$ cat config.mk
export PLATFORM = sky130hd
export DESIGN_NAME = ev22_sequencer
export DESIGN_NICKNAME = d
export VERILOG_FILES = /design/src/rtl/ev22_pkg.sv /design/src/rtl/ev22_return_stack.sv /design/src/rtl/ev22_sequencer.sv
export SDC_FILE = /design/constraint.sdc
export NUM_CORES = 1
export LEC_CHECK = 0
export BUFFER_PORTS_ARGS = -buffer_cell sky130_fd_sc_hd__buf_2
export CAP_MARGIN = 30
export CORE_AREA = 2 2 87 98
export CTS_BUF_LIST = sky130_fd_sc_hd__clkbuf_4 sky130_fd_sc_hd__clkbuf_8
export CTS_CLUSTER_DIAMETER = 60
export DETAILED_ROUTE_END_ITERATION = 10
export DIE_AREA = 0 0 89 100
export PLACE_DENSITY_LB_ADDON = 0.12
export SLEW_MARGIN = 25
export SYNTH_ARGS = -nofsm -noshare
export SYNTH_HDL_FRONTEND = slang
export SYNTH_SLANG_ARGS = --single-unit
$ cat constraint.sdc
create_clock -name clk -period 2.6 [get_ports clk]
set_input_delay 0.26 -clock clk [delete_from_list [all_inputs] [get_ports clk]]
set_output_delay 0.26 -clock clk [all_outputs]
set_load 0.005 [all_outputs]
$ cat src/rtl/ev22_pkg.sv
// Shared definitions for the EV22 sequencer: FSM states, opcode class
// match constants and instruction-register field positions.
package ev22_pkg;

  typedef enum logic [1:0] {
    FETCH = 2'd0,
    EXEC  = 2'd1,
    MEM   = 2'd2,
    FAULT = 2'd3
  } state_t;

  localparam int OPC_HI = 23;
  localparam int OPC_LO = 16;
  localparam int RI_HI  = 9;
  localparam int RI_LO  = 5;
  localparam int RJ_HI  = 4;
  localparam int RJ_LO  = 0;

  localparam logic [7:0] JMP_MASK = 8'hF8;
  localparam logic [7:0] JMP_VAL  = 8'h20;
  localparam logic [7:0] JZE_MASK = 8'hF8;
  localparam logic [7:0] JZE_VAL  = 8'h28;
  localparam logic [7:0] JNE_MASK = 8'hF8;
  localparam logic [7:0] JNE_VAL  = 8'h30;
  localparam logic [7:0] JCY_MASK = 8'hF8;
  localparam logic [7:0] JCY_VAL  = 8'h38;
  localparam logic [7:0] BSR_MASK = 8'hFC;
  localparam logic [7:0] BSR_VAL  = 8'h1C;
  localparam logic [7:0] RET_MASK = 8'hFF;
  localparam logic [7:0] RET_VAL  = 8'h41;

  function automatic logic op_match(input logic [7:0] op,
                                    input logic [7:0] mask,
                                    input logic [7:0] val);
    return (op & mask) == val;
  endfunction

endpackage

$ cat src/rtl/ev22_return_stack.sv
// Subroutine return-address stack, RS_DEPTH entries of PW bits; push/pop take
// effect at the clock edge, dout shows the top entry combinationally.
module ev22_return_stack
  import ev22_pkg::*;
#(
  parameter int PW       = 10,
  parameter int RS_DEPTH = 4
) (
  input  logic          clk,
  input  logic          reset,
  input  logic          push,
  input  logic          pop,
  input  logic [PW-1:0] din,
  output logic [PW-1:0] dout,
  output logic          full,
  output logic          empty
);

  localparam int AW = $clog2(RS_DEPTH);

  logic [PW-1:0] mem [RS_DEPTH];
  logic [AW:0]   sp;
  logic [AW-1:0] wr_idx;
  logic [AW-1:0] top_idx;

  assign wr_idx  = sp[AW-1:0];
  assign top_idx = wr_idx - AW'(1);
  assign full    = (sp == (AW+1)'(RS_DEPTH));
  assign empty   = (sp == '0);
  assign dout    = mem[top_idx];

  // Only the pointer is reset; stale entries are unreachable once sp is 0.
  always_ff @(posedge clk) begin
    if (reset) begin
      sp <= '0;
    end else if (push && !full) begin
      sp <= sp + (AW+1)'(1);
    end else if (pop && !empty) begin
      sp <= sp - (AW+1)'(1);
    end
  end

  always_ff @(posedge clk) begin
    if (push && !full) begin
      mem[wr_idx] <= din;
    end
  end

endmodule

$ cat src/rtl/ev22_sequencer.sv
// EV22 instruction sequencer: fetch/exec/mem FSM, 2 cycles per instruction (3 for
// memory ops) with zero-wait memories; each missing imem/dmem ack stalls one cycle.
module ev22_sequencer
  import ev22_pkg::*;
#(
  parameter int PW       = 10,
  parameter int IW       = 24,
  parameter int RS_DEPTH = 4,
  parameter int RESET_PC = 0
) (
  input  logic          clk,
  input  logic          reset,
  output logic [PW-1:0] imem_addr,
  output logic          imem_req,
  input  logic          imem_ack,
  input  logic [IW-1:0] imem_data,
  output logic [7:0]    opcode,
  output logic [4:0]    ri,
  output logic [4:0]    rj,
  input  logic          mr,
  input  logic          mw,
  output logic          dmem_req,
  input  logic          dmem_ack,
  input  logic          zero_i,
  input  logic          w15_i,
  input  logic          cy_i,
  output logic          exec_en,
  output logic [PW-1:0] pc,
  output logic          fault
);

  state_t        state;
  state_t        state_nxt;
  logic [IW-1:0] ir;
  logic [PW-1:0] pc_nxt;
  logic [PW-1:0] pc_inc;
  logic [PW-1:0] x_fld;
  logic          commit;
  logic          rs_push;
  logic          rs_pop;
  logic          rs_full;
  logic          rs_empty;
  logic [PW-1:0] rs_dout;
  logic          is_jmp;
  logic          is_jze;
  logic          is_jne;
  logic          is_jcy;
  logic          is_bsr;
  logic          is_ret;
  logic          take_jump;
  logic          unused_ir;

  assign opcode    = ir[OPC_HI:OPC_LO];
  assign ri        = ir[RI_HI:RI_LO];
  assign rj        = ir[RJ_HI:RJ_LO];
  assign x_fld     = ir[PW-1:0];
  assign pc_inc    = pc + PW'(1);
  assign unused_ir = ^ir[OPC_LO-1:RI_HI+1];

  assign is_jmp = op_match(opcode, JMP_MASK, JMP_VAL);
  assign is_jze = op_match(opcode, JZE_MASK, JZE_VAL);
  assign is_jne = op_match(opcode, JNE_MASK, JNE_VAL);
  assign is_jcy = op_match(opcode, JCY_MASK, JCY_VAL);
  assign is_bsr = op_match(opcode, BSR_MASK, BSR_VAL);
  assign is_ret = op_match(opcode, RET_MASK, RET_VAL);

  assign take_jump = is_jmp | (is_jze & zero_i) | (is_jne & ~w15_i) | (is_jcy & cy_i);

  always_comb begin
    state_nxt = state;
    pc_nxt    = pc;
    commit    = 1'b0;
    rs_push   = 1'b0;
    rs_pop    = 1'b0;
    case (state)
      FETCH: begin
        if (imem_ack) state_nxt = EXEC;
      end
      EXEC: begin
        state_nxt = FETCH;
        // Control-flow opcodes take priority so a stray mr/mw cannot divert them.
        if (is_bsr) begin
          if (rs_full) begin
            state_nxt = FAULT;
          end else begin
            rs_push = 1'b1;
            commit  = 1'b1;
            pc_nxt  = pc + x_fld;
          end
        end else if (is_ret) begin
          if (rs_empty) begin
            state_nxt = FAULT;
          end else begin
            rs_pop = 1'b1;
            commit = 1'b1;
            pc_nxt = rs_dout;
          end
        end else if (mr | mw) begin
          state_nxt = MEM;
        end else begin
          commit = 1'b1;
          pc_nxt = take_jump ? x_fld : pc_inc;
        end
      end
      MEM: begin
        if (dmem_ack) begin
          commit    = 1'b1;
          pc_nxt    = pc_inc;
          state_nxt = FETCH;
        end
      end
      FAULT: begin
        state_nxt = FAULT;
      end
    endcase
  end

  always_ff @(posedge clk) begin
    if (reset) begin
      state <= FETCH;
      pc    <= PW'(RESET_PC);
      ir    <= '0;
    end else begin
      state <= state_nxt;
      pc    <= pc_nxt;
      if (state == FETCH && imem_ack) begin
        ir <= imem_data;
      end
    end
  end

  ev22_return_stack #(
    .PW       (PW),
    .RS_DEPTH (RS_DEPTH)
  ) u_rs (
    .clk   (clk),
    .reset (reset),
    .push  (rs_push),
    .pop   (rs_pop),
    .din   (pc_inc),
    .dout  (rs_dout),
    .full  (rs_full),
    .empty (rs_empty)
  );

  // Strobes are masked in the reset cycle so an abandoned access never commits.
  assign imem_addr = pc;
  assign imem_req  = (state == FETCH) & ~reset;
  assign dmem_req  = (state == MEM) & ~reset;
  assign exec_en   = commit & ~reset;
  assign fault     = (state == FAULT);

endmodule

==> results by group, run 1 <==
STA
  • Count of final hold-check violations: 0
  • Fmax: between 0.4 and 0.5 GHz
  • RSZ-0062 raised after global routing: no
  • Hold slack final: roughly 0.13 ns
  • Count of final max-slew check failures: 0
  • Minimum setup slack in the final design: roughly 0.14 ns
  • Setup Total Neg Slack: 0 ns
  • Largest clock skew in the final design: ~0.011 ns
  • Final setup viols: 0
  • Transition time at the pin with the least slew margin: roughly 0.72 ns
  • Normalized max-slew margin: between 50 and 60%
  • Minimum clock period: between 2 and 2.5 ns
  • Final worst-path cycle share: a little over nine tenths

Power
  • Switching pwr: between 0.8 and 0.9 mW
  • Power Internal: ~1.8 mW
  • Power share of the sequential group: ~50%
  • Power per cell area: approximately 570 nW/um2
  • Static leakage: 1.924 nW
  • VDD IR-drop max: ~0.00027 V
  • Logic gate share of total power: roughly 17%
  • Fraction of power spent switching nets: a little under a third
  • Share of total power in the clock network: about 33%
  • Post-layout power: between 2 and 3 mW

Cells and area
  • Footprint of the multi-input gates: roughly 1900 um2
  • Final core utilization: 57.45%
  • Final-layout fill cell count: around 770
  • Syn-to-layout area delta: 15.70%
  • Layout cells sized above 1: between 20% and 30%
  • Final net count: ~500
  • Area taken by flip-flops and latches: roughly 1900 um2
  • Antenna diode count: 0
  • Non-Filler Cell Area, Final: approximately 4600 um2
  • Number of standard cells in the final layout excluding fillers: 567

Clock tree
  • Clock latency on the worst-skew pair: 0.35 ns
  • Clock slew at reported path FFs: roughly 0.09 ns
  • Number of buffers created by CTS: 9
  • CTS Sinks: between 70 and 80
  • Number of H-tree levels: 3
  • Buffer levels on the longest clock path: 2
  • Cell chosen for the clock root: sky130_fd_sc_hd__clkbuf_8
  • TritonCTS clock tree: yes

Synthesis
  • Proportion of synthesized flip-flops having asynchronous set or reset: 0%
  • Post-Synthesis Cells: 385
  • Library cells used by synthesis: 60
  • List of most frequent post-synthesis cells: sky130_fd_sc_hd__nand2_1 (60), sky130_fd_sc_hd__edfxtp_1 (40), sky130_fd_sc_hd__a21oi_1 (34)
  • XOR/XNOR share of the synthesized area: between 3 and 4%
  • Number of synthesized flops with an enable pin: 40
  • Number of warnings issued by yosys: 0
  • Synthesized area per cell: between 10 and 15 um2
  • Cell taking the most area after synthesis: sky130_fd_sc_hd__edfxtp_1
  • Share of the synthesized area in compound gates (AO/OA/AOI/OAI): about 15%
  • Combinational family with the most area after synthesis: compound AO/OA/AOI/OAI gates
  • Synthesized area: 4001 um2
  • Post-synthesis share of cell area spent on and, or, nand and nor gates: between 10% and 20%
  • Register area share after synthesis: 46.53%
  • Multiplexer fraction of the synthesized cell area: 8.193%
  • Synth top area share: a little under a third
  • Primary flip-flop cell chosen by synthesis mapping: sky130_fd_sc_hd__edfxtp_1
  • Synthesized netlist net count: 439
  • Top cells by area in the synthesized netlist: sky130_fd_sc_hd__edfxtp_1 (30%), sky130_fd_sc_hd__dfxtp_1 (17%), sky130_fd_sc_hd__ha_1 (5.9%)
  • Synth Area in Adders: just under 7%
  • Cell with the most instances after synthesis: sky130_fd_sc_hd__nand2_1
  • Number of register bits inferred by synthesis: between 70 and 80

GRT
  • Gr usage total: between 20% and 30%
  • Via count of the first global-routing pass: 2973
  • Pin count of the biggest net entering global routing: 37
  • Antenna violations before repair: 0
  • First-pass GRT wire length: ~15000 um
  • Residual overflow from global routing: 0

Place
  • Total half-perimeter wirelength after legalization and detailed placement: roughly 7000 um
  • Instance area at placement: approximately 4400 um2
  • Worst slack, placed: ~0.28 ns
  • Final GP Congestion: a little under 0.9
  • Cell count after placement: 551
  • IO buf count: slightly below 70

Drt
  • Post-route ant nets: 0
  • # DRC: 0
  • Vias: between 3000 and 4000
  • Post-detailed-route via-to-cell ratio: 5.610
  • Iteration-0 DRC Markers: between 150 and 200
  • Detailed-router iteration count before antenna repair: 5
  • Drt wl/cell: 16.93 um
  • Post-detailed-routing wire length: 9599 um

Floorplan
  • Starting utilization of the core area: approximately half
  • Standard-cell row count: 35
  • Placeable core region: slightly above 8000 um2
  • Vertical die dimension: 100 um
  • Die outline width: 89 um
  • Die ar.: between 8000 and 9000 um2
  • Number of I/O pins: 75

Critical path
  • Setup Crit Path Kind: flip-flop to output pin
  • Crit start category: flip-flop
  • Kind of end point of the critical path: output pin
  • Top fanout value on the critical path: 8
  • Data required time of the critical path: between 2 and 2.5 ns
  • CP Data Arrival Time: approximately 2.2 ns

Job
  • Max cap viols: 0

Run status
  • Outcome: completed

Worst hold path
  • Class of the most critical hold timing path: input port to flip-flop
==> sequential cells by signal, indices dropped and copies added, names as in the netlist <==
name	cells
ir	18
imem_addr	10
u_rs.mem	40
state	2
u_rs.sp	3
==> worst paths after layout <==
kind                                    from           end  slack (ns)  cells after the start
worst max-delay path                  ir[17]       exec_en        0.14                      7
worst min-delay path            imem_data[4]         ir[4]        0.13                      3
worst max register to register         ir[0]  imem_addr[6]        0.21                      8
worst min register to register  imem_addr[2]  imem_addr[2]        0.48                      2
==> layer usage <==
| layer | share of wire [%] | wire [um] | track usage, % | vias up |
|---|---|---|---|---|
| met2 | 45 | 4339 | 33.12 | 103 |
| met3 | 4.7 | 453 | 3.125 | 16 |
| met5 | 0 | 0 | 0 | - |
| met4 | 1.7 | 166 | 9.989 | 0 |
| met1 | 48 | 4639 | 33.62 | 1522 |
| li1 | - | - | - | 1540 |
==> timing repair <==
| item | 4_1_cts | 5_1_grt |
|---|---|---|
| hold buffers | 0 | 0 |
| gates resized for setup | 0 | 2 |
| setup buffers | 0 | 0 |
| endpoints found under the setup margin | 0 | 1 |
==> kinds of logic (layout without fill, tap and decap cells) <==
| kind of cell | Yosys count | in the layout |
|---|---|---|
| adder cells (fa/ha/maj) | 21 | 21 |
| AND/OR/NAND/NOR | 118 | 118 |
| XOR/XNOR | 18 | 18 |
| AO/OA/AOI/OAI | 89 | 89 |
| multiplexers | 19 | 19 |
| buffers and inverters | 47 | 118 |
| flip-flops | 73 | 73 |
==> placed cells by master (no fill, tap or decap), types with 2 or more instances in the layout <==
cell / count
sky130_fd_sc_hd__a2111oi_0: 2
sky130_fd_sc_hd__a211oi_1: 3
sky130_fd_sc_hd__a211oi_2: 2
sky130_fd_sc_hd__a21o_1: 3
sky130_fd_sc_hd__a21oi_1: 34
sky130_fd_sc_hd__a31oi_1: 6
sky130_fd_sc_hd__and2_1: 5
sky130_fd_sc_hd__and3_1: 2
sky130_fd_sc_hd__buf_2: 68
sky130_fd_sc_hd__buf_4: 14
sky130_fd_sc_hd__clkbuf_8: 9
sky130_fd_sc_hd__clkinvlp_4: 2
sky130_fd_sc_hd__dfxtp_1: 33
sky130_fd_sc_hd__edfxtp_1: 40
sky130_fd_sc_hd__fa_1: 2
sky130_fd_sc_hd__ha_1: 19
sky130_fd_sc_hd__inv_1: 19
sky130_fd_sc_hd__inv_6: 4
sky130_fd_sc_hd__mux2i_1: 8
sky130_fd_sc_hd__mux4_2: 10
sky130_fd_sc_hd__nand2_1: 60
sky130_fd_sc_hd__nand3_1: 12
sky130_fd_sc_hd__nor2_1: 14
sky130_fd_sc_hd__nor2b_1: 2
sky130_fd_sc_hd__nor3_1: 6
sky130_fd_sc_hd__nor4_1: 2
sky130_fd_sc_hd__o2111ai_1: 4
sky130_fd_sc_hd__o211ai_1: 7
sky130_fd_sc_hd__o21ai_0: 8
sky130_fd_sc_hd__o21bai_1: 2
sky130_fd_sc_hd__o22ai_1: 2
sky130_fd_sc_hd__o31ai_1: 2
sky130_fd_sc_hd__o41ai_1: 2
sky130_fd_sc_hd__or3_1: 3
sky130_fd_sc_hd__xnor2_1: 14
sky130_fd_sc_hd__xor2_1: 4
==> critical path, cell delays in order (launching register included) <==
cell and delay (ns):
sky130_fd_sc_hd__dfxtp_1 0.34, sky130_fd_sc_hd__or4_4 0.55, sky130_fd_sc_hd__or2_4 0.31, sky130_fd_sc_hd__mux2i_4 0.21, sky130_fd_sc_hd__a21oi_1 0.13, sky130_fd_sc_hd__a21oi_1 0.13
sky130_fd_sc_hd__nor2b_1 0.06, sky130_fd_sc_hd__buf_2 0.12
==> power groups by stage <==
stage / Combinational [mW] / Clock (mW) / Sequential, mW
6_report: 0.431 / 0.865 / 1.32
5_1_grt: 0.482 / 0.932 / 1.33
4_1_cts: 0.429 / 0.876 / 1.32
3_5_place_dp: 0.428 / 0 / 1.35
3_3_place_gp: 0.416 / 0 / 1.35
2_1_floorplan: 0.294 / 0 / 1.34
==> layout make-up <==
cell class / instances / share of cell area (%)
multi-input cells: 265 / 41.38
clock buffers: 9 / 2.676
clock inverters: 7 / 1.324
well taps: 111 / 3.000
flip-flops and latches: 73 / 40.22
inverters: 19 / 1.541
repair buffers: 83 / 9.865
Note: power is estimated with default switching activity, not from simulation.
==> run 2: changes to the inputs <==
ABC_AREA = 1   (was default)
CORE_AREA = 2 2 90 100   (was 2 2 87 98)
DIE_AREA = 0 0 92 102   (was 0 0 89 100)
TNS_END_PERCENT = 5   (was default)
==> run 2 against run 1 <==
Against the previous run: utilization rose by 1.8 points; combinational power rose by 12%; cell count rose by 30%; routed wire length rose by 5.4%; synthesized cell count rose by 46%; clock-buffer cell count did not move; final area rose by 6.6%; global-route usage fell by 0.073 points; register-to-register slack improved by 0.097 ns.
==> results by group, run 2 <==
Drt
  • Routed wl met2: 4894 um (+13%)
  • Iteration-0 DRC Markers: 213 (+7.0%)
  • Post-detailed-routing wire length: 10120 um (+5.4%)
  • # DRC: 0 (unchanged)
  • Post-detailed-route via-to-cell ratio: 5.141 (-8.4%)
  • Max Used Layer: met4
  • Post-route ant nets: 0 (unchanged)
  • Vias: 3794 (+19%)
  • Drt wl/cell: 13.71 um (-19%)
  • Met3 wirelength from detailed routing: 481 um (+6.2%)
  • Post-route met1 wirelength: 4685 um (+0.99%)
  • Detailed-router iteration count before antenna repair: 4 (-1)

Floorplan
  • Vertical die dimension: 102 um (+2.0%)
  • Starting utilization of the core area: 52.17% (+2.5 points)
  • Number of I/O pins: 75 (unchanged)
  • Placeable core region: 8320 um2 (+3.3%)
  • Standard-cell row count: 35 (unchanged)
  • Die outline width: 92 um (+3.4%)
  • Die ar.: 9384 um2 (+5.4%)

Critical path
  • Setup Crit Path Kind: flip-flop to flip-flop
  • Worst-path cell with the longest stage delay: sky130_fd_sc_hd__dfxtp_1
  • Delay contributed by the slowest stage of the critical path: 0.42 ns (-0.13 ns)
  • CP Data Arrival Time: 2.57 ns (+0.37 ns)
  • Kind of end point of the critical path: flip-flop
  • Critical path cell sequence: inv_1 > ha_1 > inv_1 > o21ai_0 > o21ai_0 > nor2_1 > nor2_1 > nand2_1 > nand3_1 > nand2_1 > a21oi_2
  • Top fanout value on the critical path: 15 (+7)
  • Data required time of the critical path: 2.88 ns (+0.54 ns)
  • Crit start category: flip-flop

Clock tree
  • PostCTS Resize Cnt: 0 (unchanged)
  • Clock slew at reported path FFs: 0.08 ns (about the same)
  • Buffer levels on the longest clock path: 2 (unchanged)
  • Clock latency on the worst-skew pair: 0.34 ns (about the same)
  • CTS Sinks: 73 (unchanged)
  • TritonCTS clock tree: yes
  • Number of H-tree levels: 3 (unchanged)
  • Number of buffers created by CTS: 9 (unchanged)
  • Number of buffers added to fix hold violations after cts: 0 (unchanged)
  • Post-CTS setup-driven buffer insertion count: 0 (unchanged)
  • Cell chosen for the clock root: sky130_fd_sc_hd__clkbuf_8

STA
  • Minimum setup slack in the final design: 0.3068 ns (+0.1694 ns)
  • Largest clock skew in the final design: 0.01140 ns (+0.0004362 ns)
  • Fmax: 0.4361 GHz (+7.4%)
  • Normalized max-slew margin: 59.16% (+7.6 points)
  • Count of final hold-check violations: 0 (unchanged)
  • Transition time at the pin with the least slew margin: 0.6119 ns (-0.1131 ns)
  • Minimum clock period: 2.293 ns (-0.1694 ns)
  • Final setup viols: 0 (unchanged)
  • Setup Total Neg Slack: 0 ns (unchanged)
  • Final worst-path cycle share: 88.20% (-6.5 points)
  • RSZ-0062 raised after global routing: no
  • Count of final max-slew check failures: 0 (unchanged)

Power
  • Post-layout power: 2.793 mW (+6.6%)
  • VDD IR-drop max: 0.0002925 V (+10%)
  • Power per cell area: 566.1 nW/um2 (about the same)
  • Static leakage: 2.270 nW (+18%)

Synthesis
  • Synthesized area per cell: 7.737 um2 (-26%)
  • Top cells by area in the synthesized netlist: sky130_fd_sc_hd__edfxtp_1 (28%), sky130_fd_sc_hd__dfxtp_1 (15%), sky130_fd_sc_hd__nand2_1 (11%)
  • Number of register bits inferred by synthesis: 73 (unchanged)
  • Synthesized netlist net count: 615 (+40%)
  • Post-Synthesis Cells: 561 (+46%)
  • Synthesized area: 4340 um2 (+8.5%)
  • List of most frequent post-synthesis cells: sky130_fd_sc_hd__nand2_1 (124), sky130_fd_sc_hd__nor2_1 (84), sky130_fd_sc_hd__inv_1 (50)
  • Cell with the most instances after synthesis: sky130_fd_sc_hd__nand2_1
  • Proportion of synthesized flip-flops having asynchronous set or reset: 0% (unchanged)
  • Number of warnings issued by yosys: 0 (unchanged)
  • Cell taking the most area after synthesis: sky130_fd_sc_hd__edfxtp_1
  • Register area share after synthesis: 42.89% (-3.6 points)
  • Synth top area share: 27.67% (-2.3 points)
  • Number of synthesized flops with an enable pin: 40 (unchanged)
  • Primary flip-flop cell chosen by synthesis mapping: sky130_fd_sc_hd__edfxtp_1
  • Library cells used by synthesis: 37 (-38%)

GRT
  • Gr usage total: 22.64% (-0.073 points)
  • Residual overflow from global routing: 0 (unchanged)
  • First-pass GRT wire length: 16770 um (+9.9%)
  • Pin count of the biggest net entering global routing: 29 (-22%)
  • Antenna violations before repair: 0 (unchanged)
  • Via count of the first global-routing pass: 3589 (+21%)

Cells and area
  • Final-layout fill cell count: 788 (+2.6%)
  • Layout cells sized above 1: 19.46% (-7.1 points)
  • Most common cell after layout, fill and taps aside: sky130_fd_sc_hd__nand2_1
  • Syn-to-layout area delta: 13.66%
  • Antenna diode count: 0 (unchanged)
  • Area taken by flip-flops and latches: 1862 um2 (unchanged)
  • Reg with most FFs: u_rs.mem
  • Final net count: 676 (+34%)
  • Footprint of the multi-input gates: 2092 um2 (+9.2%)
  • Top library cells by usage in the layout, fill and taps aside: sky130_fd_sc_hd__nand2_1 (124), sky130_fd_sc_hd__nor2_1 (84), sky130_fd_sc_hd__buf_2 (68)
  • Flip-flop count of the largest register after layout: 40 (unchanged)

Run status
  • Outcome: completed

Place
  • Total half-perimeter wirelength after legalization and detailed placement: 7473 um (+7.0%)
  • Final GP Congestion: 0.8689 (+0.39%)
  • Worst slack, placed: 0.3264 ns (+0.04767 ns)
  • IO buf count: 68 (unchanged)

Job
  • Max cap viols: 0 (unchanged)

Worst hold path
  • Class of the most critical hold timing path: input port to flip-flop
-- run 2: cell count changes after synthesis, sizes merged, moves of 6 or more --
cell and change:
nand3 +34, clkbuf -7, nand3b +7, buf +6, xnor2 -13, mux4 -10
mux2i -9, o21ai +38, nor2 +77, inv +36, nand2 +67
-- run 2: logic make-up after synthesis --
kind of cell             Yosys count  synth area share (%)
adder cells (fa/ha/maj)           21                 6.400
buffers and inverters             84                 8.908
AND/OR/NAND/NOR                  284                 28.80
AO/OA/AOI/OAI                     95                 12.19
XOR/XNOR                           4                0.8073
flip-flops                        73                 42.89
-- run 2: cell type report --
| type | instances | area share, % |
|---|---|---|
| multi-input cells | 404 | 42.40 |
| clock inverters | 7 | 1.927 |
| inverters | 57 | 4.337 |
| repair buffers | 77 | 8.268 |
| flip-flops and latches | 73 | 37.74 |
| clock buffers | 9 | 2.511 |
| well taps | 111 | 2.815 |
-- run 2: path summary, 6_finish.rpt --
| kind | startpoint | to | slack [ns] | depth (start not counted) |
|---|---|---|---|---|
| min | imem_data[5] | ir[5] | 0.17 | 3 |
| min reg2reg | ir[17] | ir[17] | 0.49 | 2 |
| max | u_rs.sp[1] | imem_addr[5] | 0.31 | 11 |
| max reg2reg | u_rs.sp[1] | imem_addr[5] | 0.31 | 11 |
-- run 2: layer usage --
| metal | up-vias | track usage [%] |
|---|---|---|
| met5 | - | 0 |
| met2 | 94 | 38.57 |
| li1 | 1963 | - |
| met4 | 0 | 6.429 |
| met1 | 1733 | 29.94 |
| met3 | 4 | 4.056 |
-- run 2: metrics by stage --
step | util, % | hold WS (ns) | std cells | instance area [um2]
after CTS | 59.29 | 0.1508 | 738 | 4933
after floorplan | - | 0.3224 | 561 | 4340
after detailed placement | 56.66 | 0.4749 | 722 | 4715
after global routing | 59.29 | 0.1758 | 738 | 4933
after global placement | 56.66 | 0.4682 | 722 | 4715
final | 59.29 | 0.1700 | 738 | 4933
-- run 2: worst max-delay path: cells and delay by family, from the launching register on --
family / cells / cell delay [ns]
AO/OA/AOI/OAI: 3 / 0.56
buffers and inverters: 2 / 0.49
AND/OR/NAND/NOR: 5 / 0.38
flip-flops: 1 / 0.42
adder cells (fa/ha/maj): 1 / 0.38
-- run 2: power by group --
group / leakage, nW / switching, mW / internal (mW)
Combinational: 1.57 / 0.289 / 0.193
Clock: 0.109 / 0.431 / 0.540
Sequential: 0.596 / 0.0688 / 1.27
Total: 2.27 / 0.789 / 2.00
